$ cat src/rtl/cnn_ctrl_pkg.sv
// cnn_ctrl_pkg: shared state encodings and default constants for the CNN frame control path
package cnn_ctrl_pkg;
  typedef enum logic [2:0] {
    ST_IDLE  = 3'd0,
    ST_FLUSH = 3'd1,
    ST_RUN   = 3'd2,
    ST_DRAIN = 3'd3,
    ST_HOLD  = 3'd4,
    ST_ERR   = 3'd5
  } state_t;
  localparam int CNN_RESULT_W       = 5;
  localparam int CNN_FLUSH_CYCLES   = 8;
  localparam int CNN_TIMEOUT_W      = 20;
  localparam int CNN_TIMEOUT_CYCLES = 800000;
  localparam int CNN_FCNT_W         = 16;
endpackage

$ cat src/rtl/cnn_watchdog.sv
// cnn_watchdog: clearable enabled counter flagging the enabled cycle that completes LIMIT counts
module cnn_watchdog #(
  parameter int W     = 20,
  parameter int LIMIT = 800000
) (
  input  logic clk,
  input  logic rst,
  input  logic load,
  input  logic en,
  output logic tc
);
  logic [W-1:0] cnt;
  assign tc = en && cnt == W'(LIMIT - 1);
  always_ff @(posedge clk or posedge rst)
    if (rst) cnt <= '0;
    else if (load) cnt <= '0;
    else if (en) cnt <= cnt + 1'b1;
endmodule

$ cat src/rtl/cnn_frame_sequencer.sv
// cnn_frame_sequencer: per-frame flush/run/drain/handoff controller for the CNN pipeline
module cnn_frame_sequencer
  import cnn_ctrl_pkg::*;
#(
  parameter int FLUSH_CYCLES   = CNN_FLUSH_CYCLES,
  parameter int TIMEOUT_W      = CNN_TIMEOUT_W,
  parameter int TIMEOUT_CYCLES = CNN_TIMEOUT_CYCLES,
  parameter int RESULT_W       = CNN_RESULT_W,
  parameter int FCNT_W         = CNN_FCNT_W
) (
  input  logic                clk,
  input  logic                rst,
  input  logic                i_start,
  input  logic                i_abort,
  input  logic                i_pool1_end,
  input  logic                i_pool2_end,
  input  logic                i_result_valid,
  input  logic [RESULT_W-1:0] i_result_data,
  input  logic                i_res_ready,
  output logic                o_pipe_en,
  output logic                o_pipe_clr,
  output logic                o_busy,
  output logic                o_res_valid,
  output logic [RESULT_W-1:0] o_res_data,
  output logic [FCNT_W-1:0]   o_frame_cnt,
  output logic                o_timeout_err,
  output logic [2:0]          o_state
);
  localparam int FLUSH_W = $clog2(FLUSH_CYCLES + 1);
  state_t state, state_n;
  logic start_ok, run_en, flush_done, wd_tc, pool1_seen, take_res;
  assign start_ok = state == ST_IDLE && i_start;
  assign run_en   = state == ST_RUN || state == ST_DRAIN;
  assign take_res = run_en && state_n == ST_HOLD;
  cnn_watchdog #(.W(FLUSH_W), .LIMIT(FLUSH_CYCLES)) u_flush (
    .clk(clk), .rst(rst), .load(start_ok), .en(state == ST_FLUSH), .tc(flush_done)
  );
  cnn_watchdog #(.W(TIMEOUT_W), .LIMIT(TIMEOUT_CYCLES)) u_wd (
    .clk(clk), .rst(rst), .load(start_ok), .en(run_en), .tc(wd_tc)
  );
  // priority within a cycle: abort, timeout, result, pool2_end
  always_comb begin
    state_n = state;
    case (state)
      ST_IDLE:  state_n = i_start ? ST_FLUSH : ST_IDLE;
      ST_FLUSH: state_n = i_abort ? ST_ERR : flush_done ? ST_RUN : ST_FLUSH;
      ST_RUN:   state_n = i_abort || wd_tc ? ST_ERR : i_result_valid ? ST_HOLD :
                          i_pool2_end && pool1_seen ? ST_DRAIN : ST_RUN;
      ST_DRAIN: state_n = i_abort || wd_tc ? ST_ERR : i_result_valid ? ST_HOLD : ST_DRAIN;
      ST_HOLD:  state_n = i_res_ready ? ST_IDLE : ST_HOLD;
      default:  state_n = ST_IDLE;
    endcase
  end
  always_ff @(posedge clk or posedge rst)
    if (rst) begin
      state         <= ST_IDLE;
      o_state       <= '0;
      o_pipe_en     <= 1'b0;
      o_pipe_clr    <= 1'b0;
      o_busy        <= 1'b0;
      o_res_valid   <= 1'b0;
      o_res_data    <= '0;
      o_frame_cnt   <= '0;
      o_timeout_err <= 1'b0;
      pool1_seen    <= 1'b0;
    end else begin
      state         <= state_n;
      o_state       <= state_n;
      o_pipe_en     <= state_n == ST_RUN || state_n == ST_DRAIN;
      o_pipe_clr    <= state_n == ST_FLUSH || state_n == ST_ERR;
      o_busy        <= state_n != ST_IDLE;
      o_res_valid   <= state_n == ST_HOLD;
      pool1_seen    <= start_ok ? 1'b0 : (state == ST_RUN && i_pool1_end) | pool1_seen;
      o_timeout_err <= start_ok ? 1'b0 : (wd_tc && !i_abort) | o_timeout_err;
      if (take_res) begin
        o_res_data  <= i_result_data;
        o_frame_cnt <= o_frame_cnt + 1'b1;
      end
    end
endmodule

$ cat config.mk
export PLATFORM = sky130hd
export DESIGN_NAME = cnn_frame_sequencer
export DESIGN_NICKNAME = d
export VERILOG_FILES = /design/src/rtl/cnn_ctrl_pkg.sv /design/src/rtl/cnn_watchdog.sv /design/src/rtl/cnn_frame_sequencer.sv
export SDC_FILE = /design/constraint.sdc
export NUM_CORES = 1
export LEC_CHECK = 0
export BUFFER_PORTS_ARGS = -buffer_cell sky130_fd_sc_hd__buf_2
export CORE_MARGIN = 2
export CORE_UTILIZATION = 30
export DETAILED_ROUTE_END_ITERATION = 7
export PLACE_DENSITY = 0.49
export SLEW_MARGIN = 25
export SYNTH_ARGS = -nofsm -noshare
export SYNTH_HDL_FRONTEND = slang
export SYNTH_SLANG_ARGS = --single-unit
$ cat constraint.sdc
create_clock -name clk -period 4.4 [get_ports clk]
set_clock_uncertainty 0.05 [all_clocks]
set_input_delay 0.66 -clock clk [delete_from_list [all_inputs] [get_ports clk]]
set_output_delay 0.66 -clock clk [all_outputs]
set_load 0.05 [all_outputs]
==> results.sh, run 1 <==
export IMPL_run_status="completed"
export IMPL_power_frac_comb=0.286
export IMPL_drtAntennaViolNets=0
export IMPL_grt_setup_unrepaired="false"
export IMPL_clock_insertion_delay_worst_skew_ps=300
export IMPL_p_per_area_nw_per_um2=428
export IMPL_layout_cells_non_filler=401
export IMPL_setup_violations=0
export IMPL_final_net_count=309
export IMPL_cts_root_buf="clkbuf_8"
export IMPL_drive_gt1_frac=0.212
export IMPL_worst_setup_path_end_kind="flip-flop"
export IMPL_synth_cell_area_um2=2680
export IMPL_synth_fp_nets=268
export IMPL_post_route_drc_count=0
export IMPL_synth_ff_latch_count=54
export IMPL_crit_fanout=11
export IMPL_setup_tns_final_ps=0
export IMPL_final_cell_mix="dfrtp_1, buf_2, nor2_1, xor2_1"
export IMPL_global_route_peak_usage_layer="met2"
export IMPL_number_of_buffers_added_on_ports=41
export IMPL_cts_tree="built"
export IMPL_vias=1938
export IMPL_grt_pass1_vias=1997
export IMPL_top_level_ports=42
export IMPL_design_area_um2=3100
export IMPL_maxClockFrequency_ghz=0.438
export IMPL_internal_power_mw=0.836
export IMPL_row_count=34
export IMPL_fin_worst_hold_slack_ps=420
export IMPL_cts_sink_count=54
export IMPL_initial_utilization=0.309
export IMPL_place_detailed_hpwl_um=4100
export IMPL_h_tree_depth_reported_by_cts=2
export IMPL_die_outline_area_um2=9700
export IMPL_cts_buffers=5
export IMPL_grt_antenna_before_repair=0
export IMPL_grt_use_met1=0.180
export IMPL_clock_transition_at_path_regs_ps=90
export IMPL_drv_max_cap_violation_count=0
export IMPL_grt_max_degree=55
export IMPL_drt_first_iter_violations=72
export IMPL_critical_path_max_stage_delay_ps=610
export IMPL_seqCellArea_um2=1350
export IMPL_worst_setup_path_type="flip-flop to flip-flop"
export IMPL_critical_path_cell_chain="nand4b_4, or3_1, o21ai_4, mux2_2"
export IMPL_report_final_hold_viol_count=0
export IMPL_worstPathArrival_ps=2430
export IMPL_power_switching_mw=0.488
export IMPL_power_share_sequential=0.455
export IMPL_route_detailed_wl_per_inst_um=14.8
export IMPL_number_of_max_slew_violations_in_the_final_report=0
export IMPL_multiInputGateArea_um2=1250
export IMPL_synth_yosys_seq_area_share=0.505
export IMPL_worst_slew_margin_rel=0.360
export IMPL_critical_path_slowest_cell="dfrtp_1"
export IMPL_gr_usage_met2=0.203
export IMPL_fin_crit_ps=2280
export IMPL_die_w_um=98.5
export IMPL_chipHeight_um=98.5
export IMPL_placed_area_um2=2980
export IMPL_detail_route_first_pass_iterations=4
export IMPL_core_region_area_um2=8680
export IMPL_totalWireLength_um=5920
export IMPL_post_cts_repair_setup_buffers=0
export IMPL_vias_per_cell=4.83
export IMPL_place_congestion=0.764
export IMPL_ys_warnings_count=0
export IMPL_netlist_instances=252
export IMPL_synthToLayoutAreaGrowth_pct=15.7
export IMPL_worst_pin_slew_ps=951
export IMPL_maximum_clock_insertion_buffer_count=2
export IMPL_max_vdd_ir_drop_mv=0.234
export IMPL_antenna_diode_count=0
export IMPL_post_cts_hold_buffer_count=0
export IMPL_start_kind="flip-flop"
export IMPL_cp_required_ps=4550
export IMPL_layout_cells_most_common="dfrtp_1"
export IMPL_grt_usage=0.129
export IMPL_power_switching_share=0.369
export IMPL_place_detailed_instances=394
export IMPL_hold_class="flip-flop to flip-flop"
export IMPL_post_cts_resized=0
export IMPL_globalRouteMet3Util=0.0270
export IMPL_leakagePower_nw=1.50
export IMPL_grt_first_pass_wirelength_um=10100
export IMPL_pwr_share_clk=0.258
export IMPL_ys_types=43
export IMPL_post_route_period_util=0.519
export IMPL_n_fill_cell=908
export IMPL_grt_overflow_total=0
export IMPL_average_cell_area_after_synthesis_um2=10.6
==> cell type report <==
| cell class | instances | area share |
|---|---|---|
| clock buffers | 6 | 0.0267 |
| clock inverters | 1 | 0.00970 |
| inverters | 6 | 0.00727 |
| multi-input cells | 183 | 0.405 |
| flip-flops and latches | 54 | 0.436 |
| well taps | 108 | 0.0436 |
| repair buffers | 43 | 0.0711 |
==> Yosys cell counts <==
cell type / n / area, um^2
a211oi_1: 5 / 37.5
a21boi_0: 1 / 7.51
a21oi_1: 8 / 40.0
a31oi_1: 1 / 6.26
and2_1: 1 / 6.26
and3_1: 12 / 75.1
and4_1: 3 / 26.3
and4b_1: 3 / 30.0
buf_1: 2 / 7.51
buf_2: 2 / 10.0
buf_4: 1 / 7.51
buf_6: 2 / 22.5
clkbuf_1: 2 / 7.51
dfrtp_1: 54 / 1350
ha_1: 3 / 37.5
inv_1: 6 / 22.5
mux2_1: 1 / 11.3
mux2_2: 5 / 56.3
mux2i_1: 1 / 10.0
nand2_1: 17 / 63.8
nand2b_1: 2 / 12.5
nand3_1: 12 / 60.1
nand3b_1: 1 / 7.51
nand4_1: 11 / 68.8
nand4b_1: 3 / 26.3
nand4b_4: 1 / 23.8
nor2_1: 28 / 105
nor2b_1: 1 / 6.26
nor3_1: 3 / 15.0
nor3b_1: 5 / 37.5
nor3b_2: 1 / 12.5
nor4_1: 1 / 6.26
nor4b_1: 4 / 35.0
o21ai_0: 2 / 10.0
o21ai_2: 1 / 8.76
o21ai_4: 2 / 32.5
o31ai_1: 1 / 7.51
o32ai_1: 1 / 8.76
o41ai_1: 2 / 17.5
or3_1: 4 / 25.0
or4_1: 1 / 7.51
xnor2_1: 17 / 149
xor2_1: 18 / 158
==> final timing paths <==
check / start / to / slack, ps / depth (start not counted)
setup / recovery: state[1] / o_res_data[4] / 2120 / 4
hold / removal: o_frame_cnt[15] / o_frame_cnt[15] / 420 / 1
setup reg to reg: state[1] / o_res_data[4] / 2120 / 4
hold reg to reg: o_frame_cnt[15] / o_frame_cnt[15] / 420 / 1
max in group asynchronous: rst / state[0] / 3340 / 3
min in group asynchronous: rst / o_frame_cnt[13] / 490 / 3
==> critical path: cells and delay by family, from the launching register on <==
family	cells	cell delay, ps
mux	1	380
simple gates	2	750
compound gates	1	380
flops	1	610
==> registers in the layout, indices dropped and copies added (netlist names) <==
name / count
o_pipe_en: 1
o_timeout_err: 1
o_pipe_clr: 1
o_res_data: 5
o_busy: 1
state: 3
u_wd.cnt: 20
pool1_seen: 1
o_res_valid: 1
u_flush.cnt: 4
o_frame_cnt: 16
==> kinds of logic after synthesis <==
family / Yosys count / synth area share
multiplexers: 7 / 0.0290
flip-flops: 54 / 0.505
buffers and inverters: 15 / 0.0290
AND/OR/NAND/NOR: 114 / 0.243
AO/OA/AOI/OAI: 24 / 0.0659
adder cells (fa/ha/maj): 3 / 0.0140
XOR/XNOR: 35 / 0.114
==> per-layer routing <==
layer  vias up  part of all wire
met3         5             0.035
met5         -                 0
li1        964                 -
met1       937              0.49
met4         0             0.011
met2        32              0.46
==> power by group through the flow <==
stage	clock (mW)	sequential [mW]	combinational (mW)
2_1_floorplan	0	0.721	0.178
3_3_place_gp	0	0.612	0.378
3_5_place_dp	0	0.613	0.381
4_1_cts	0.358	0.604	0.383
5_1_grt	0.378	0.612	0.416
6_report	0.342	0.603	0.379
==> metrics by stage <==
| stage | util | power, mW | setup slack, ps |
|---|---|---|---|
| after global routing | 0.357 | 1.41 | 1920 |
| after floorplan | - | 0.899 | 2120 |
| after CTS | 0.357 | 1.34 | 2080 |
| after detailed placement | 0.344 | 0.994 | 2030 |
| after global placement | 0.344 | 0.991 | 2040 |
| final | 0.357 | 1.32 | 2120 |
(Power assumes the default switching activity.)
==> run 2, diff against run 1 <==
ABC_AREA = 1   (was not set)
PLACE_DENSITY = 0.5   (was 0.49)
clock period = 2.05 ns   (was 4.4 ns; I/O delays follow)
==> run 2 against run 1 <==
The flow now finishes with violations (negative hold slack). Combinational power grew to 3.6 times the previous value. First-iteration DRC count increased by 15%. Total power rose to 2.5 times the previous value.
==> results.sh, run 2 <==
export IMPL_run_status="finished, violations left"
export IMPL_failed_checks="negative hold slack"
export IMPL_drt_first_iter_violations=83
export IMPL_drive_gt1_frac=0.245
export IMPL_synth_top_cells_by_area="dfrtp_1, nand2_1, nand4_1, inv_1, nand3_1"
export IMPL_worst_pin_slew_ps=575
export IMPL_asr_flop_ratio_synth=1.00
export IMPL_source_of_the_worst_register_to_register_timing_path="u_wd.cnt[1]"
export IMPL_post_route_period_util=0.936
export IMPL_p_per_area_nw_per_um2=899
export IMPL_place_congestion=0.837
export IMPL_cp_required_ps=2260
export IMPL_crit_fanout=5
export IMPL_max_vdd_ir_drop_mv=0.383
export IMPL_clock_transition_at_path_regs_ps=100
export IMPL_critical_path_slowest_cell="dfrtp_1"
export IMPL_report_final_hold_viol_count=23
export IMPL_grt_max_degree=32
export IMPL_netlist_top_cells_count="nand2_1, dfrtp_1, inv_1"
export IMPL_place_detailed_hpwl_um=5290
export IMPL_detail_route_first_pass_iterations=4
export IMPL_worst_setup_path_type="flip-flop to flip-flop"
export IMPL_worst_setup_path_end_kind="flip-flop"
export IMPL_hold_class="primary input to async pin"
export IMPL_largest_register_by_flop_count="u_wd.cnt"
export IMPL_number_of_buffers_added_on_ports=41
export IMPL_ys_types=33
export IMPL_netlist_instances=378
export IMPL_synth_fp_nets=394
export IMPL_vias_per_cell=4.77
export IMPL_die_w_um=104
export IMPL_fin_worst_hold_slack_ps=-15.7
export IMPL_grt_first_pass_wirelength_um=12600
export IMPL_setup_violations=0
export IMPL_worst_path_dominant_cell_family="simple AND/OR/NAND/NOR gates"
export IMPL_initial_utilization=0.310
export IMPL_route_detailed_wl_per_inst_um=13.4
export IMPL_drtAntennaViolNets=0
export IMPL_placed_area_um2=3460
export IMPL_worstPathArrival_ps=2130
export IMPL_cts_tree="built"
export IMPL_rr_worst_depth=13
export IMPL_clock_insertion_delay_worst_skew_ps=320
export IMPL_grt_antenna_before_repair=0
export IMPL_fin_crit_ps=1920
export IMPL_cts_root_buf="clkbuf_8"
export IMPL_leakagePower_nw=1.88
export IMPL_maxClockFrequency_ghz=0.521
export IMPL_grt_pass1_vias=2594
export IMPL_rrSetupSlack_ps=130
export IMPL_drv_max_cap_violation_count=0
export IMPL_h_tree_depth_reported_by_cts=2
export IMPL_critical_path_cell_chain="ha_2, inv_2, nor2_2, nand2_2, nor2_4, nand2_4, nand3_2, nand2_2, nand3_4, nor2_4, clkbuf_16, nand4_1, nand2_1"
export IMPL_totalWireLength_um=7640
export IMPL_largest_register_ffs=20
export IMPL_total_power_mw=3.34
export IMPL_cts_buffers=5
export IMPL_ys_warnings_count=0
export IMPL_maximum_clock_insertion_buffer_count=2
export IMPL_average_cell_area_after_synthesis_um2=8.00
export IMPL_synth_yosys_seq_area_share=0.447
export IMPL_synth_most_common_cell="nand2_1"
export IMPL_netlist_top_cell_by_area="dfrtp_1"
export IMPL_grt_overflow_total=0
export IMPL_synth_enable_flop_cells=0
export IMPL_core_region_area_um2=9770
export IMPL_final_cell_mix="nand2_1, dfrtp_1, buf_2, inv_1, nand4_1"
export IMPL_worst_slew_margin_rel=0.616
export IMPL_final_net_count=452
export IMPL_vias=2717
export IMPL_critical_path_max_stage_delay_ps=410
export IMPL_synth_top_cell_area_share=0.447
export IMPL_design_area_um2=3720
export IMPL_start_kind="flip-flop"
export IMPL_synth_ff_latch_count=54
export IMPL_cts_sink_count=54
export IMPL_post_cts_hold_buffer_count=0
export IMPL_antenna_diode_count=0
export IMPL_number_of_max_slew_violations_in_the_final_report=0
export IMPL_synthToLayoutAreaGrowth_pct=23.0
export IMPL_row_count=36
export IMPL_grt_usage=0.139
export IMPL_top_level_ports=42
export IMPL_r2r_end="o_frame_cnt[8]"
export IMPL_worst_path_buf_inv=2
export IMPL_die_outline_area_um2=10900
export IMPL_synth_cell_area_um2=3030
export IMPL_chipHeight_um=104
export IMPL_leading_registers_by_flop_count="u_wd.cnt: 20 flops, o_frame_cnt: 16 flops, o_res_data: 5 flops"
export IMPL_post_route_drc_count=0
export IMPL_synthFlopType="dfrtp_1"
export IMPL_layout_cells_most_common="nand2_1"
==> run 2: cell types whose count changed after synthesis, moves of 7 or more <==
cell	change
inv_1	+35
xor2_1	-8
nor3_1	+12
xnor2_1	-16
and3_1	-10
nand2_1	+71
a21oi_1	+7
nand3_1	+14
o21ai_0	+10
nand4_1	+23
==> run 2: final cells by class <==
| class | count | area [um^2] |
|---|---|---|
| clock buffers | 5 | 68.8 |
| fillers | 1035 | 6050 |
| repair buffers | 62 | 452 |
| multi-input cells | 263 | 1450 |
| inverters | 50 | 193 |
| flip-flops and latches | 54 | 1350 |
| clock inverters | 3 | 45.0 |
| well taps | 133 | 166 |
==> run 2: worst max-delay path by stage <==
stage	slack, ps	startpoint	cells past startpoint	to
finish	130	u_wd.cnt[1]	13	o_frame_cnt[8]
global route	-10	u_flush.cnt[0]	10	o_res_data[1]
CTS	30	u_wd.cnt[0]	13	o_res_data[0]
detailed placement	60	u_wd.cnt[0]	13	o_res_data[0]
global placement	100	u_wd.cnt[0]	13	o_res_data[0]
floorplan	60	state[1]	12	o_frame_cnt[7]
==> run 2: stage by stage <==
| step | instances | setup slack [ps] | TNS (ps) | utilization | hold slack [ps] |
|---|---|---|---|---|---|
| finish | 570 | 132 | 0 | 0.381 | -15.7 |
| global route | 570 | -13.7 | -87.2 | 0.381 | 24.3 |
| CTS | 562 | 32.5 | 0 | 0.366 | 1.50 |
| detailed placement | 554 | 55.7 | 0 | 0.354 | 355 |
| global placement | 554 | 97.5 | 0 | 0.354 | 346 |
| floorplan | 378 | 60.8 | 0 | - | 406 |
==> run 2: power breakdown <==
group / internal [mW] / switching [mW]
sequential: 1.16 / 0.0722
clock: 0.364 / 0.394
combinational: 0.507 / 0.844
==> run 2: logic make-up after synthesis <==
logic type | count (synthesis) | synth area share
AO/OA/AOI/OAI | 31 | 0.0529
XOR/XNOR | 11 | 0.0318
adder cells (fa/ha/maj) | 3 | 0.0124
buffers and inverters | 61 | 0.0868
flip-flops | 54 | 0.447
AND/OR/NAND/NOR | 218 | 0.369
==> run 2: what timing repair did <==
| action | CTS | global route |
|---|---|---|
| resized for setup | 0 | 9 |
| buffers inserted | 0 | 5 |
| endpoints found under the setup margin | 0 | 21 |
==> run 2: routing by layer <==
layer,track usage,wire length [um],vias up
met2,0.220,3500,48
met4,0.0261,53,0
met1,0.200,3840,1296
met5,0,0,-
met3,0.0244,244,7
li1,-,-,1366
==> run 3, diff against run 2 <==
--- a/config.mk
+++ b/config.mk
@@ -7,9 +7,9 @@
 export LEC_CHECK = 0
 export ABC_AREA = 1
-export BUFFER_PORTS_ARGS = -buffer_cell sky130_fd_sc_hd__buf_2
 export CORE_MARGIN = 2
 export CORE_UTILIZATION = 30
 export DETAILED_ROUTE_END_ITERATION = 7
-export PLACE_DENSITY = 0.5
+export DONT_BUFFER_PORTS = 1
+export PLACE_DENSITY = 0.46
 export SLEW_MARGIN = 25
 export SYNTH_ARGS = -nofsm -noshare
==> constraint.sdc (replaced) <==
create_clock -name clk -period 2.05 [get_ports clk]
set_clock_uncertainty 0.05 [all_clocks]
set_input_delay 0.41 -clock clk [delete_from_list [all_inputs] [get_ports clk]]
set_output_delay 0.41 -clock clk [all_outputs]
set_load 0.05 [all_outputs]
==> run 3 against run 2 <==
The run now ends clean. Core utilization fell by 0.63 points. Setup slack improved by 9.5 ps. Combinational power down 26%. Via count down 2.9%. Sequential power up 10%. Die area did not move. Critical endpoint is now o_frame_cnt[3]. Cell count shrank 4.2%. Hold slack gained 200 ps. Global-route usage grew 0.35 points. Clock power rose by 18%.
==> results.sh, run 3 (synthesized netlist as in run 2, its figures left out) <==
export IMPL_vias_per_cell=4.83
export IMPL_place_congestion=0.796
export IMPL_cts_sink_count=54
export IMPL_synthToLayoutAreaGrowth_pct=21.0
export IMPL_grt_max_degree=32
export IMPL_worst_setup_path_type="flip-flop to flip-flop"
export IMPL_totalWireLength_um=7720
export IMPL_clock_insertion_delay_worst_skew_ps=310
export IMPL_layout_cells_most_common="nand2_1"
export IMPL_maxClockFrequency_ghz=0.524
export IMPL_final_cell_mix="nand2_1, dfrtp_1, inv_1, nand4_1, buf_4"
export IMPL_leading_registers_by_flop_count="u_wd.cnt: 20 flops, o_frame_cnt: 16 flops, o_res_data: 5 flops"
export IMPL_drtAntennaViolNets=0
export IMPL_detail_route_first_pass_iterations=4
export IMPL_critical_path_slowest_cell="dfrtp_1"
export IMPL_max_vdd_ir_drop_mv=0.380
export IMPL_pre_cts_slack_ps=123
export IMPL_grt_first_pass_wirelength_um=12800
export IMPL_drt_first_iter_violations=99
export IMPL_core_region_area_um2=9770
export IMPL_route_detailed_wl_per_inst_um=14.1
export IMPL_maximum_clock_insertion_buffer_count=2
export IMPL_p_per_area_nw_per_um2=892
export IMPL_critical_path_cell_chain="ha_2, inv_2, nor2_1, nand2_2, nor2_4, nand2_4, nand4_2, nand2_4, inv_6, nand4_4, clkbuf_16, nand2_1, nand2_1"
export IMPL_min_path_cells=2
export IMPL_worst_path_buf_inv=3
export IMPL_final_net_count=428
export IMPL_place_detailed_instances=530
export IMPL_leakagePower_nw=1.80
export IMPL_start_kind="flip-flop"
export IMPL_h_tree_depth_reported_by_cts=2
export IMPL_chipHeight_um=104
export IMPL_drive_gt1_frac=0.201
export IMPL_fin_crit_ps=1910
export IMPL_initial_utilization=0.310
export IMPL_post_route_period_util=0.931
export IMPL_grt_pass1_vias=2638
export IMPL_worstPathArrival_ps=2060
export IMPL_setup_tns_final_ps=0
export IMPL_run_status="completed"
export IMPL_cts_buffers=5
export IMPL_post_route_drc_count=0
export IMPL_largest_register_ffs=20
export IMPL_largest_register_by_flop_count="u_wd.cnt"
export IMPL_cp_required_ps=2200
export IMPL_grt_overflow_total=0
export IMPL_hold_class="primary input to flip-flop"
export IMPL_clock_transition_at_path_regs_ps=110
export IMPL_worst_pin_slew_ps=570
export IMPL_critical_path_max_stage_delay_ps=370
export IMPL_cts_root_buf="clkbuf_8"
export IMPL_worst_slew_margin_rel=0.619
export IMPL_vias=2639
export IMPL_final_critical_path_setup_slack_ps=141
export IMPL_hold_path_startpoint="i_result_data[0]"
export IMPL_place_detailed_hpwl_um=5330
export IMPL_antenna_diode_count=0
export IMPL_grt_usage=0.143
export IMPL_report_final_hold_viol_count=0
export IMPL_crit_fanout=9
export IMPL_drv_max_cap_violation_count=0
export IMPL_layout_cells_non_filler=546
export IMPL_die_outline_area_um2=10900
export IMPL_number_of_buffers_added_on_ports=0
export IMPL_top_level_ports=42
export IMPL_total_power_mw=3.26
export IMPL_rrSetupSlack_ps=140
export IMPL_grt_setup_unrepaired="false"
export IMPL_number_of_max_slew_violations_in_the_final_report=0
export IMPL_hold_path_endpoint="o_res_data[0]"
export IMPL_grt_antenna_before_repair=0
export IMPL_worst_path_dominant_cell_family="simple AND/OR/NAND/NOR gates"
export IMPL_worst_setup_path_end_kind="flip-flop"
export IMPL_r2r_end="o_frame_cnt[3]"
export IMPL_rr_worst_depth=13
export IMPL_cts_tree="built"
export IMPL_source_of_the_worst_register_to_register_timing_path="u_wd.cnt[1]"
export IMPL_die_w_um=104
export IMPL_row_count=36
export IMPL_setup_violations=0
-- run 3: worst max-delay path by stage --
stage / start / endpoint / cells after the start
after CTS: state[2] / u_wd.cnt[16] / 9
final: u_wd.cnt[1] / o_frame_cnt[3] / 13
after floorplan: state[1] / o_frame_cnt[7] / 12
after detailed placement: state[2] / u_wd.cnt[16] / 9
after global routing: state[2] / u_wd.cnt[16] / 9
after global placement: state[2] / u_wd.cnt[16] / 9
-- run 3: layout make-up --
| cell class | count | area, um^2 |
|---|---|---|
| clock buffer | 6 | 82.6 |
| sequential | 54 | 1350 |
| multi-input combinational | 263 | 1440 |
| fill | 1060 | 6110 |
| clock inverter | 2 | 60.1 |
| timing repair buffer | 38 | 364 |
| tap | 133 | 166 |
| inverter | 50 | 195 |
-- run 3: metal layers --
layer | GRT usage | vias up | wire length [um]
li1 | - | 1329 | -
met1 | 0.197 | 1265 | 3790
met2 | 0.237 | 41 | 3640
met3 | 0.0251 | 4 | 244
met4 | 0.0241 | 0 | 38
met5 | 0 | - | 0
-- run 3: repair_timing --
item,in CTS,in global routing
hold buffers,1,0
resized for setup,0,11
setup endpoints to repair,0,13
buffers inserted,0,5
hold endpoints to repair,23,0
-- run 3: metrics by stage --
step	hold WS, ps	util	area, um^2
after global placement	332	0.346	3380
after global routing	178	0.375	3660
after floorplan	413	-	3030
after CTS	175	0.362	3540
after detailed placement	333	0.346	3380
final	182	0.375	3660
-- run 3: power breakdown --
| group | internal (mW) | switching [mW] | leakage (nW) | total (mW) |
|---|---|---|---|---|
| sequential | 1.16 | 0.212 | 0.742 | 1.37 |
| clock | 0.521 | 0.373 | 0.0714 | 0.894 |
| combinational | 0.340 | 0.656 | 0.983 | 0.996 |
| total | 2.02 | 1.24 | 1.80 | 3.26 |
